## config.mk

```make
export PLATFORM = sky130hd
export DESIGN_NAME = fp_special_addsub_pipe
export DESIGN_NICKNAME = d
export VERILOG_FILES = /design/src/rtl/fp_special_pkg.sv /design/src/rtl/fp_classify.sv /design/src/rtl/fp_special_addsub_pipe.sv
export SDC_FILE = /design/constraint.sdc
export NUM_CORES = 1
export LEC_CHECK = 0
export BUFFER_PORTS_ARGS = -buffer_cell sky130_fd_sc_hd__buf_2
export CAP_MARGIN = 20
export CORE_MARGIN = 2
export CORE_UTILIZATION = 25
export CTS_CLUSTER_SIZE = 20
export DETAILED_ROUTE_END_ITERATION = 6
export PLACE_DENSITY_LB_ADDON = 0.15
export RECOVER_POWER = 50
export SLEW_MARGIN = 0
export SYNTH_ARGS = -nofsm -noshare
export SYNTH_HDL_FRONTEND = slang
export SYNTH_SLANG_ARGS = --single-unit
```

## constraint.sdc

```tcl
create_clock -name clk -period 3 [get_ports clk]
set_input_delay 0.6 -clock clk [delete_from_list [all_inputs] [get_ports clk]]
set_output_delay 0.6 -clock clk [all_outputs]
set_load 0.005 [all_outputs]
```

## src/rtl/fp_special_pkg.sv

```systemverilog
// rtl/fp_special_pkg.sv - operand classes and canonical special-value constants
package fp_special_pkg;

  typedef enum logic [2:0] {
    FP_ZERO      = 3'd0,
    FP_SUBNORMAL = 3'd1,
    FP_NORMAL    = 3'd2,
    FP_INF       = 3'd3,
    FP_QNAN      = 3'd4,
    FP_SNAN      = 3'd5
  } fp_class_e;

  // Constants are built in a wide word; callers truncate to their own width.
  localparam int FP_MAX_W = 64;

  function automatic logic [FP_MAX_W-1:0] fp_canon_inf(input int exp_w, input int man_w);
    logic [FP_MAX_W-1:0] ones;
    ones = (FP_MAX_W'(1) << exp_w) - FP_MAX_W'(1);
    return ones << man_w;
  endfunction

  function automatic logic [FP_MAX_W-1:0] fp_canon_qnan(input int exp_w, input int man_w);
    logic [FP_MAX_W-1:0] v;
    v = fp_canon_inf(exp_w, man_w);
    v[man_w-1] = 1'b1;
    return v;
  endfunction

endpackage

```

## src/rtl/fp_classify.sv

```systemverilog
// rtl/fp_classify.sv - IEEE-754 operand classifier (sign-independent)
module fp_classify
  import fp_special_pkg::*;
#(
  parameter int EXP_W = 8,
  parameter int MAN_W = 23
) (
  input  logic [EXP_W+MAN_W-1:0] mag,
  output fp_class_e              cls
);

  logic [EXP_W-1:0] exp_f;
  logic [MAN_W-1:0] man_f;

  assign exp_f = mag[MAN_W +: EXP_W];
  assign man_f = mag[MAN_W-1:0];

  always_comb begin
    cls = FP_NORMAL;
    if (exp_f == '0) begin
      cls = (man_f == '0) ? FP_ZERO : FP_SUBNORMAL;
    end else if (&exp_f) begin
      if (man_f == '0)
        cls = FP_INF;
      else if (man_f[MAN_W-1])
        cls = FP_QNAN;
      else
        cls = FP_SNAN;
    end
  end

endmodule

```

## src/rtl/fp_special_addsub_pipe.sv

```systemverilog
// rtl/fp_special_addsub_pipe.sv - 2-stage special-case resolver for FP add/sub
// Optional sticky invalid flag enabled by defining FP_SPECIAL_FLAGS_EN.
module fp_special_addsub_pipe
  import fp_special_pkg::*;
#(
  parameter int EXP_W = 8,
  parameter int MAN_W = 23
) (
  input  logic                   clk,
  input  logic                   rst_n,
  input  logic                   in_valid,
  output logic                   in_ready,
  input  logic [EXP_W+MAN_W:0]   a,
  input  logic [EXP_W+MAN_W:0]   b,
  input  logic                   op,
  output logic                   out_valid,
  input  logic                   out_ready,
  output logic [EXP_W+MAN_W:0]   result,
  output logic                   is_special,
  output logic [2:0]             class_a,
`ifdef FP_SPECIAL_FLAGS_EN
  output logic                   flag_invalid,
  input  logic                   flag_clr,
`endif
  output logic [2:0]             class_b
);

  localparam int W = 1 + EXP_W + MAN_W;
  localparam logic [W-1:0] QNAN    = W'(fp_canon_qnan(EXP_W, MAN_W));
  localparam logic [W-2:0] INF_MAG = (W-1)'(fp_canon_inf(EXP_W, MAN_W));

  fp_class_e cls_a_in, cls_b_in;

  fp_classify #(.EXP_W(EXP_W), .MAN_W(MAN_W)) u_cls_a (.mag(a[W-2:0]), .cls(cls_a_in));
  fp_classify #(.EXP_W(EXP_W), .MAN_W(MAN_W)) u_cls_b (.mag(b[W-2:0]), .cls(cls_b_in));

  logic           s1_valid;
  fp_class_e      s1_cls_a, s1_cls_b;
  logic [W-1:0]   s1_a;
  logic [W-2:0]   s1_b_mag;
  logic           s1_sb;
  logic           s2_adv, in_fire;

  // Stage 2 frees up when empty or draining; stage 1 may then refill the same cycle.
  assign s2_adv   = !out_valid || out_ready;
  assign in_ready = !s1_valid || s2_adv;
  assign in_fire  = in_valid && in_ready;

  logic         a_nan, b_nan, a_inf, b_inf, a_zero, b_zero, sa;
  logic [W-1:0] res_d;
  logic         special_d;

  assign a_nan  = (s1_cls_a == FP_QNAN) || (s1_cls_a == FP_SNAN);
  assign b_nan  = (s1_cls_b == FP_QNAN) || (s1_cls_b == FP_SNAN);
  assign a_inf  = (s1_cls_a == FP_INF);
  assign b_inf  = (s1_cls_b == FP_INF);
  assign a_zero = (s1_cls_a == FP_ZERO);
  assign b_zero = (s1_cls_b == FP_ZERO);
  assign sa     = s1_a[W-1];

  // Precedence: NaN, then INF, then ZERO; two finite nonzero operands go to the main adder.
  always_comb begin
    res_d     = '0;
    special_d = 1'b1;
    if (a_nan || b_nan)
      res_d = QNAN;
    else if (a_inf && b_inf)
      res_d = (sa != s1_sb) ? QNAN : {sa, INF_MAG};
    else if (a_inf)
      res_d = {sa, INF_MAG};
    else if (b_inf)
      res_d = {s1_sb, INF_MAG};
    else if (a_zero && b_zero)
      res_d = {sa && s1_sb, {(W-1){1'b0}}};
    else if (a_zero)
      res_d = {s1_sb, s1_b_mag};
    else if (b_zero)
      res_d = s1_a;
    else
      special_d = 1'b0;
  end

  always_ff @(posedge clk or negedge rst_n) begin
    if (!rst_n) begin
      s1_valid   <= 1'b0;
      s1_cls_a   <= FP_ZERO;
      s1_cls_b   <= FP_ZERO;
      s1_a       <= '0;
      s1_b_mag   <= '0;
      s1_sb      <= 1'b0;
      out_valid  <= 1'b0;
      result     <= '0;
      is_special <= 1'b0;
      class_a    <= FP_ZERO;
      class_b    <= FP_ZERO;
    end else begin
      if (in_fire) begin
        s1_valid <= 1'b1;
        s1_cls_a <= cls_a_in;
        s1_cls_b <= cls_b_in;
        s1_a     <= a;
        s1_b_mag <= b[W-2:0];
        s1_sb    <= b[W-1] ^ op;
      end else if (s2_adv) begin
        s1_valid <= 1'b0;
      end
      if (s2_adv) begin
        out_valid <= s1_valid;
        if (s1_valid) begin
          result     <= res_d;
          is_special <= special_d;
          class_a    <= s1_cls_a;
          class_b    <= s1_cls_b;
        end
      end
    end
  end

`ifdef FP_SPECIAL_FLAGS_EN
  logic s2_invalid, invalid_d;

  assign invalid_d = (s1_cls_a == FP_SNAN) || (s1_cls_b == FP_SNAN) ||
                     (a_inf && b_inf && (sa != s1_sb));

  // The flag tracks delivered results only, so it is raised on the output transfer.
  always_ff @(posedge clk or negedge rst_n) begin
    if (!rst_n) begin
      s2_invalid   <= 1'b0;
      flag_invalid <= 1'b0;
    end else begin
      if (s2_adv && s1_valid)
        s2_invalid <= invalid_d;
      if (out_valid && out_ready && s2_invalid)
        flag_invalid <= 1'b1;
      else if (flag_clr)
        flag_invalid <= 1'b0;
    end
  end
`endif

endmodule

```

Word-level counts from Yosys, hierarchy flattened
Index checks and enable logic that the tools add are counted.
- equal/unequal tests: 7
- multiplexer cells: 27
- bitwise gates (word level): 1
- reductions and logical operators: 21
- operator list (kind ; count):
    32-bit two-way mux ; 8
    23-bit zero test ; 2
    3-bit two-way mux ; 6
    8-bit zero test ; 2
    8-bit AND reduction ; 2
    1-bit two-way mux ; 13
    3-bit == test, second input constant ; 4
    3-bit by 2-bit == test with 1-bit output, second input constant ; 2
    3-bit zero test ; 2
    1-bit logical OR ; 5
    1-bit logical AND ; 4
    1-bit zero test ; 2
    2-bit AND reduction ; 1
    2-bit nonzero test ; 1
    1-bit inequality test ; 1
    1-bit bitwise XOR ; 1
- bits in registers: 111
- input bits: 69
- output and inout port bits: 41
- logic and storage cells: 67

Depth between registers and ports, before layout
Gate-level depths: netlist (run 1).
- depth after elaboration: 8
- mapped depth: 7
- gate-level depth less buffers: 5

Cells and area by module
A second synthesis (run 1) with hierarchy kept.
- cell total of the unflattened synthesis: 389
- area total of the unflattened synthesis: 4783.3 µm²
- modules (own cells, without submodules) (module ; instances ; cells each ; area each (µm²) ; seq. area each (µm²)):
    fp_special_addsub_pipe ; 1 ; 355 ; 4515.6 ; 2777.7
    fp_classify ; 2 ; 17 ; 133.9 ; 0.0

Least setup slack after synthesis (run 1)
OpenSTA, ideal clock, no wires.
- path type: input to register
- from: input out_ready
- to: register s1_a[0]
- arrival time: 1.532 ns
- slack: 1.351 ns
- stages on the path: 7
- path buffers: 3
- cells stage by stage: nand3b_1 -> and2_1 -> buf_2 -> buf_2 -> buf_2 -> nand2_1 -> nand2_1
- word-level cells in the longest chain between the ends: 3
- RTL lines (element ; line ; text):
    start: declaration ; fp_special_addsub_pipe.sv:17 ; input logic out_ready,
    1-bit logical OR ; fp_special_addsub_pipe.sv:45 ; assign s2_adv = !out_valid || out_ready;
    1-bit logical OR ; fp_special_addsub_pipe.sv:46 ; assign in_ready = !s1_valid || s2_adv;
    1-bit logical AND ; fp_special_addsub_pipe.sv:47 ; assign in_fire = in_valid && in_ready;
    end signal: assignment ; fp_special_addsub_pipe.sv:88 ; s1_a <= '0;
    end signal: assignment ; fp_special_addsub_pipe.sv:101 ; s1_a <= a;
    end: declaration ; fp_special_addsub_pipe.sv:39 ; logic [W-1:0] s1_a;
No other way between the ends.
A chain may end at the register's enable or synchronous reset.

Final worst setup path (run 1)
- from: register s1_cls_b[1]
- to: register result[0]
- word-level cells in the longest chain between the ends: 8
- elaborated cells between the ends (all ways): 15
- classes of those cells: eq/ne: 3; mux: 7; reduce/logical: 5
- RTL lines (element ; line ; text):
    start: declaration ; fp_special_addsub_pipe.sv:38 ; fp_class_e s1_cls_a, s1_cls_b;
    start signal: assignment ; fp_special_addsub_pipe.sv:100 ; s1_cls_b <= cls_b_in;
    3-bit zero test ; fp_special_addsub_pipe.sv:58 ; assign b_zero = (s1_cls_b == FP_ZERO);
    32-bit two-way mux ; fp_special_addsub_pipe.sv:77 ; else if (b_zero)
    32-bit two-way mux ; fp_special_addsub_pipe.sv:75 ; else if (a_zero)
    32-bit two-way mux ; fp_special_addsub_pipe.sv:73 ; else if (a_zero && b_zero)
    32-bit two-way mux ; fp_special_addsub_pipe.sv:71 ; else if (b_inf)
    32-bit two-way mux ; fp_special_addsub_pipe.sv:69 ; else if (a_inf)
    32-bit two-way mux ; fp_special_addsub_pipe.sv:67 ; else if (a_inf && b_inf)
    32-bit two-way mux (*) ; fp_special_addsub_pipe.sv:65 ; if (a_nan || b_nan)
    end signal: assignment ; fp_special_addsub_pipe.sv:110 ; result <= res_d;
    end: declaration ; fp_special_addsub_pipe.sv:18 ; output logic [EXP_W+MAN_W:0] result,
Every way passes the cells marked *; elsewhere a longest branch is shown, timed or not.

==> summary.md, run 1 <==
| Metric | Value |
|---|---|
| CTS Hold Bufs | 0 |
| Ys flop type | dfrtp_1 |
| DR pass1 iterations | 4 |
| Critical path launch point | s1_cls_b[1]$_DFFE_PN0P_ |
| Arr. time, crit path | 2350 ps |
| Sequential-to-total area share from yosys stat | roughly 57% |
| Largest fanout on the critical path | 22 |
| Slew @ Worst Pin | ~1600 ps |
| GRT Overall Usage | between 10 and 15% |
| Post-DP HPWL | 10.3 mm |
| Syn_nets | 593 |
| Initial antenna violation count | 0 |
| Clock sinks | 111 |
| Final slew viol count | 29 |
| WS Path Type | reg2reg |
| Leakage power | between 0.002 and 0.003 uW |
| Pre-CTS setup slack | between 700 and 800 ps |
| R2r startpoint | s1_cls_b[1]$_DFFE_PN0P_ |
| Post-synth top cells | 228 x nand2_1, 111 x dfrtp_1, 30 x a22oi_1 |
| Post-synth top area share | ~57% |
| Post-synth EDFFs | 0 |
| CTS resizes | 0 |
| Power Dens Cells | ~630 nW/um^2 |
| Site row count | 50 |
| Ys async rst share | 100% |
| Vias in the first global route | between 4000 and 5000 |
| R2R depth | 3 |
| Layout Cells excl Fill | between 800 and 900 |
| WP data required | between 3000 and 4000 ps |
| Drt initial violations | about 240 |
| CTS tree | done |
| Syn Area/Cell | approximately 9.3 um^2 |
| Post-Syn Area | 4850 um^2 |
| Worst VDD drop | around 0.26 mV |
| Post-CTS Setup Repair Bufs | 0 |
| R2r endpoint | result[0]$_DFFE_PN0P_ |
| Fin crit period | 2160 ps |
| Initial Util | 25.7% |
| Cell count after synthesis | 523 |
| Critical path capture point type | flop |
| Final hold viol count | 0 |
| Core Region | between 15000 and 20000 um^2 |
| Min-Delay Path Class | in2async |
| DRC Markers | 0 |
| Final ANT Viol Nets | 0 |
| WL final | ~14 mm |
| Vias per cell | 4.53 |
| Vias | roughly 4000 |
| FF-to-FF setup slack | between 800 and 900 ps |
| RSZ-0062 raised after global routing | no |
| Pin count of the biggest net entering global routing | 46 |
| Share of post-route cells with drive strength above 1 | between 20 and 25% |
| Max Clock Freq | about 0.46 GHz |
| CP Launch Type | flop |
| Register bit total from synthesis | between 100 and 150 |
| Final setup viols | 0 |
| Most common cell in the netlist | nand2_1 |
| Final period util | 72.0% |
| Max-slew headroom | -3.35% |
| Max-cap viol count | 1 |
| Top cells by area, synth | dfrtp_1 57%, nand2_1 18%, a22oi_1 4.6% |
| Status | finished, violations left |
| Synth cell types | 41 |
| Final worst slack | 840 ps |
| Final GP Congestion | slightly below 0.8 |
| Failing checks | max-capacitance violations, max-slew violations |
| Dpl cells | approximately 870 |
| TritonCTS Buffers | 9 |
| Clk Latency, worst-skew pair | ~350 ps |
| Clock transition at path regs | ~70 ps |
| Maximum buffer depth of the clock tree | 2 |
| Ant diodes | 0 |
| Hold Slack | roughly 230 ps |
| Setup TNS | 0 ps |
| Ports | between 100 and 150 |
| Clock root buffer | clkbuf_16 |
| Gr ovfl total | 0 |
| Yosys top cell by area | dfrtp_1 |
| Filler instances | just over 2000 |
| Die area | 20500 um^2 |
| Ys Warns | 0 |
| Max H-tree Level | 3 |
| I/O Buffers | about 110 |
| Routed len/inst | 16.1 um |
| Die extent in x | 143 um |
| Die H | 143 um |
| Total Nets Final | about 690 |
| Layout area overhead | 22.2% |
| First-pass GRT wire length | 22.7 mm |
| Final Skew | about 6.0 ps |
logic make-up (layout without fill, tap and decap cells):
kind of cell | Yosys count | in the layout | synth area share [%]
and+or+nand+nor | 289 | 289 | 25.8
DFF | 111 | 111 | 57.2
AOI/OAI and AO/OA | 88 | 88 | 13.1
buffers and inverters | 31 | 135 | 2.96
muxes | 2 | 2 | 0.438
adders and majority gates | 1 | 1 | 0.258
xor gates and xnor gates | 1 | 1 | 0.180
metrics by stage:
stage | power, uW | cell area, um^2 | utilization (%)
CTS | 3800 | 5960 | 31.6
detailed placement | 2610 | 5680 | 30.1
global placement | 2600 | 5680 | 30.1
floorplan | 2260 | 4850 | -
finish | 3740 | 5930 | 31.4
global route | 3980 | 5930 | 31.4
how the worst max path moves through the flow:
stage                                         end  slack [ps]  cells past startpoint
final                       result[0]$_DFFE_PN0P_         840                      3
after global routing         s1_a[28]$_DFFE_PN0P_         480                      2
after CTS                   result[0]$_DFFE_PN0P_         760                      3
after detailed placement  s1_b_mag[0]$_DFFE_PN0P_         760                      6
after global placement    s1_b_mag[0]$_DFFE_PN0P_         750                      6
after floorplan               s1_a[0]$_DFFE_PN0P_        1350                      7
state kept, by name, summed over array words and instances, names as in the netlist:
signal	cells
class_a	3
class_b	3
is_special	1
out_valid	1
result	32
s1_a	32
s1_b_mag	31
s1_cls_a	3
s1_cls_b	3
s1_sb	1
s1_valid	1
final cells by class:
cell class	count	area, um^2	area share, %
repair buffers	116	593	10.0
well taps	260	325	5.49
multi-input cells	381	1940	32.6
inverters	5	18.8	0.316
flip-flops and latches	111	2780	46.8
clock buffers	13	250	4.22
clock inverters	1	30.0	0.506
cell usage in the layout (no fill, tap or decap), types with 2 or more instances in the layout:
cell type,synthesis,layout
nand2_1,228,227
or3_1,2,2
a22oi_1,30,30
clkbuf_16,0,9
o211ai_1,3,3
buf_2,4,97
or3_4,2,2
nand2b_1,5,5
inv_1,5,5
o21ai_1,5,5
a21oi_1,11,11
dfrtp_1,111,111
nor2_1,17,17
nor4_1,10,10
or4_1,4,4
a31oi_1,2,2
nand3_1,2,2
buf_4,0,5
o21ai_0,11,11
o21ai_2,16,16
clkbuf_1,19,15
nor2_4,2,2
nand3b_1,2,2
nor3_1,3,3
nor3_4,3,3
nand4_1,6,6
per-layer routing:
metal	global-route usage, %	vias to the layer above	part of all wire [%]
met1	20.4	1961	49
met3	3.00	17	3.8
met4	4.80	0	1.8
met5	0	-	0
li1	-	1959	-
met2	22.3	80	46
critical path, cell delays in order, from the launching register on:
cell and delay [ps]:
dfrtp_1 500, or3_4 490, o2111ai_4 800, o21ai_0 200
power breakdown:
part | switching (uW) | internal (uW) | total (uW)
registers | 140 | 1720 | 1860
logic | 423 | 272 | 695
clock network | 521 | 663 | 1180
Power figures use the tool's default switching activity.
==> run 2: changes to the inputs <==
==> constraint.sdc (replaced) <==
create_clock -name clk -period 1.7 [get_ports clk]
set_input_delay 0.34 -clock clk [delete_from_list [all_inputs] [get_ports clk]]
set_output_delay 0.34 -clock clk [all_outputs]
set_load 0.005 [all_outputs]
==> run 2 against run 1 <==
The run now ends clean; clock power increased by 87%; fmax is 33% higher; final cell count rose by 2.6%; register-to-register slack got worse by 760 ps; sequential power up 75%; first-iteration DRC count decreased by 13%; wire length up 0.61%; sequential share of layout area shrank 1.8 points; core utilization grew 1.3 points; critical endpoint is now result[23]$_DFFE_PN0P_; highest routed layer unchanged.
==> summary.md, run 2 (synthesized netlist as in run 1, its figures left out) <==
| Metric | Value |
|---|---|
| Max-cap viol count | 0 (-1) |
| Clock sinks | 111 (unchanged) |
| Initial Util | 25.7% (unchanged) |
| R2R depth | 5 (+2) |
| TritonCTS Buffers | 9 (unchanged) |
| Total Nets Final | 715 (+3.0%) |
| Vias in the first global route | 4151 (+0.24%) |
| Site row count | 50 (unchanged) |
| WP data required | 1930 ps (-1260 ps) |
| R2r startpoint | s1_cls_b[0]$_DFFE_PN0P_ |
| CP Launch Type | flop |
| CP delay by family, top | compound AO/OA/AOI/OAI gates |
| Leakage power | 0.00299 uW (+4.4%) |
| Hold depth | 3 |
| Worst VDD drop | 0.468 mV (+83%) |
| Arr. time, crit path | 1860 ps (-490 ps) |
| GRT Overall Usage | 14.5% (+0.047 points) |
| Slew @ Worst Pin | 740 ps (-811 ps) |
| Min-Delay Path Class | in2reg |
| Sw Ratio | 29.3% (+0.29 points) |
| Final period util | 95.5% (+24 points) |
| Leading cell types in the layout, fill and taps excluded | 227 x nand2_1, 111 x dfrtp_1, 94 x buf_2, 30 x a22oi_1, 20 x buf_4 |
| CTS tree | done |
| Flop pwr share | 47.9% (-1.8 points) |
| Die extent in x | 143 um (unchanged) |
| Core Region | 18900 um^2 (unchanged) |
| Layout Cells excl Fill | 910 (+2.6%) |
| Die area | 20500 um^2 (unchanged) |
| Fin crit period | 1620 ps (-536 ps) |
| Commonest non-fill, non-tap cell in the layout | nand2_1 |
| Largest fanout on the critical path | 8 (-64%) |
| Power Dens Cells | 1100 nW/um^2 (+75%) |
| DR pass1 iterations | 4 (unchanged) |
| First-pass GRT wire length | 22.7 mm (+0.34%) |
| Layout area overhead | 27.1% |
| DRC Markers | 0 (unchanged) |
| Die H | 143 um (unchanged) |
| Vias per cell | 4.50 (-0.59%) |
| Ant diodes | 0 (unchanged) |
| NetSw | 1990 uW (+84%) |
| Top flop regs | result x32, s1_a x32, s1_b_mag x31 |
| Final setup viols | 0 (unchanged) |
| Critical Path Max Stage Delay | 430 ps (-370 ps) |
| WL final | 14.4 mm (+0.61%) |
| RSZ-0062 raised after global routing | no |
| Critical path capture point type | flop |
| Setup TNS | 0 ps (unchanged) |
| R2r endpoint | result[23]$_DFFE_PN0P_ |
| Final ANT Viol Nets | 0 (unchanged) |
| Post-DP HPWL | 10.6 mm (+3.2%) |
| Dpl cells | 893 (+2.3%) |
| Gr ovfl total | 0 (unchanged) |
| Maximum buffer depth of the clock tree | 2 (unchanged) |
| Ports | 110 (unchanged) |
| Final slew viol count | 0 (-100%) |
| Max Clock Freq | 0.616 GHz (+33%) |
| CP max stage cell | dfrtp_1 |
| I/O Buffers | 109 (unchanged) |
| Pin count of the biggest net entering global routing | 47 (+2.2%) |
| Drt initial violations | 211 (-13%) |
| Clock transition at path regs | 70 ps (about the same) |
| Clk Latency, worst-skew pair | 360 ps (about the same) |
| Crit path cell chain | buf_4 -> nor3_4 -> nor2_4 -> a22oi_1 -> a21oi_1 |
| Worst hold start | b[18] |
| Final hold viol count | 0 (unchanged) |
| FF-to-FF setup slack | 80 ps (-760 ps) |
| Max H-tree Level | 3 (unchanged) |
| Final Skew | 9.08 ps (+3.05 ps) |
| Initial antenna violation count | 0 (unchanged) |
| Max-slew headroom | 50.7% (+54 points) |
| Routed len/inst | 15.8 um (-1.9%) |
| WS Path Type | reg2reg |
| Share of post-route cells with drive strength above 1 | 25.4% (+2.6 points) |
| CP Buf/Inv Count | 1 (+1) |
| Post-CTS Setup Repair Bufs | 0 (unchanged) |
| Clock power share | 32.5% (+0.8 points) |
| Final GP Congestion | 0.780 (-0.51%) |
| Gate power share | 19.6% (+1.0 points) |
| Clock root buffer | clkbuf_16 |
| Fin util | 32.7% (+1.3 points) |
| Hold Crit Endpoint | s1_b_mag[18]$_DFFE_PN0P_ |
| Status | complete, no violations |
| Vias | 4097 (+2.0%) |
| P_int | 4810 uW (+81%) |
## run 2: changes by cell type in the layout (fill, tap and decap cells not counted), sizes merged
cell and change:
buf +19, clkinvlp +2, clkinv +1, dlygate4sd3 +1
## run 2: layout make-up
cell class	count	area, um^2
multi-input combinational	381	1940
fill	2031	12700
inverter	5	18.8
timing repair buffer	137	802
clock inverter	4	53.8
tap	260	325
sequential	111	2780
clock buffer	12	256
## run 2: worst max-delay path by stage
stage | from | end | slack, ps | depth (start not counted)
after global placement | b[1] | s1_cls_b[2]$_DFFE_PN0P_ | -200 | 6
final | s1_cls_b[0]$_DFFE_PN0P_ | result[23]$_DFFE_PN0P_ | 80 | 5
after floorplan | s1_cls_b[1]$_DFFE_PN0P_ | result[12]$_DFFE_PN0P_ | 180 | 5
after detailed placement | b[1] | s1_cls_b[2]$_DFFE_PN0P_ | -190 | 6
after global routing | s1_cls_a[1]$_DFFE_PN0P_ | result[6]$_DFFE_PN0P_ | 3 | 6
after CTS | s1_cls_b[0]$_DFFE_PN0P_ | result[1]$_DFFE_PN0P_ | 90 | 5
## run 2: power by group through the flow
stage	sequential (uW)	clock, uW	combinational [uW]
CTS	3260	2280	1390
finish	3260	2210	1340
floorplan	3280	0	710
global route	3310	2370	1520
global placement	3300	0	1360
detailed placement	3310	0	1380
## run 2: stage by stage
step / setup WS [ps] / area, um^2 / power, uW / hold slack [ps]
2_1_floorplan: 175 / 4850 / 3990 / 44.4
3_3_place_gp: -202 / 5880 / 4660 / 293
3_5_place_dp: -189 / 5880 / 4690 / 299
4_1_cts: 86.5 / 6200 / 6930 / 176
5_1_grt: 2.72 / 6170 / 7200 / 192
6_report: 76.2 / 6170 / 6810 / 188
## run 2: metal layers
metal	track usage (%)	up-vias	wire length, um
li1	-	2005	-
met1	19.2	1984	6720
met2	23.2	87	6700
met3	2.57	21	591
met4	6.97	0	395
met5	0	-	0
## run 2: worst reg2reg max path, stage by stage, from the launching register on
cell	delay, ps
dfrtp_1	430
buf_4	180
nor3_4	280
nor2_4	120
a22oi_1	370
a21oi_1	120
## run 2: repair_timing
action / in CTS / in global routing
resized for setup: 0 / 1
hold endpoints to repair: 24 / 0
hold buffers: 1 / 0
setup endpoints to repair: 0 / 1
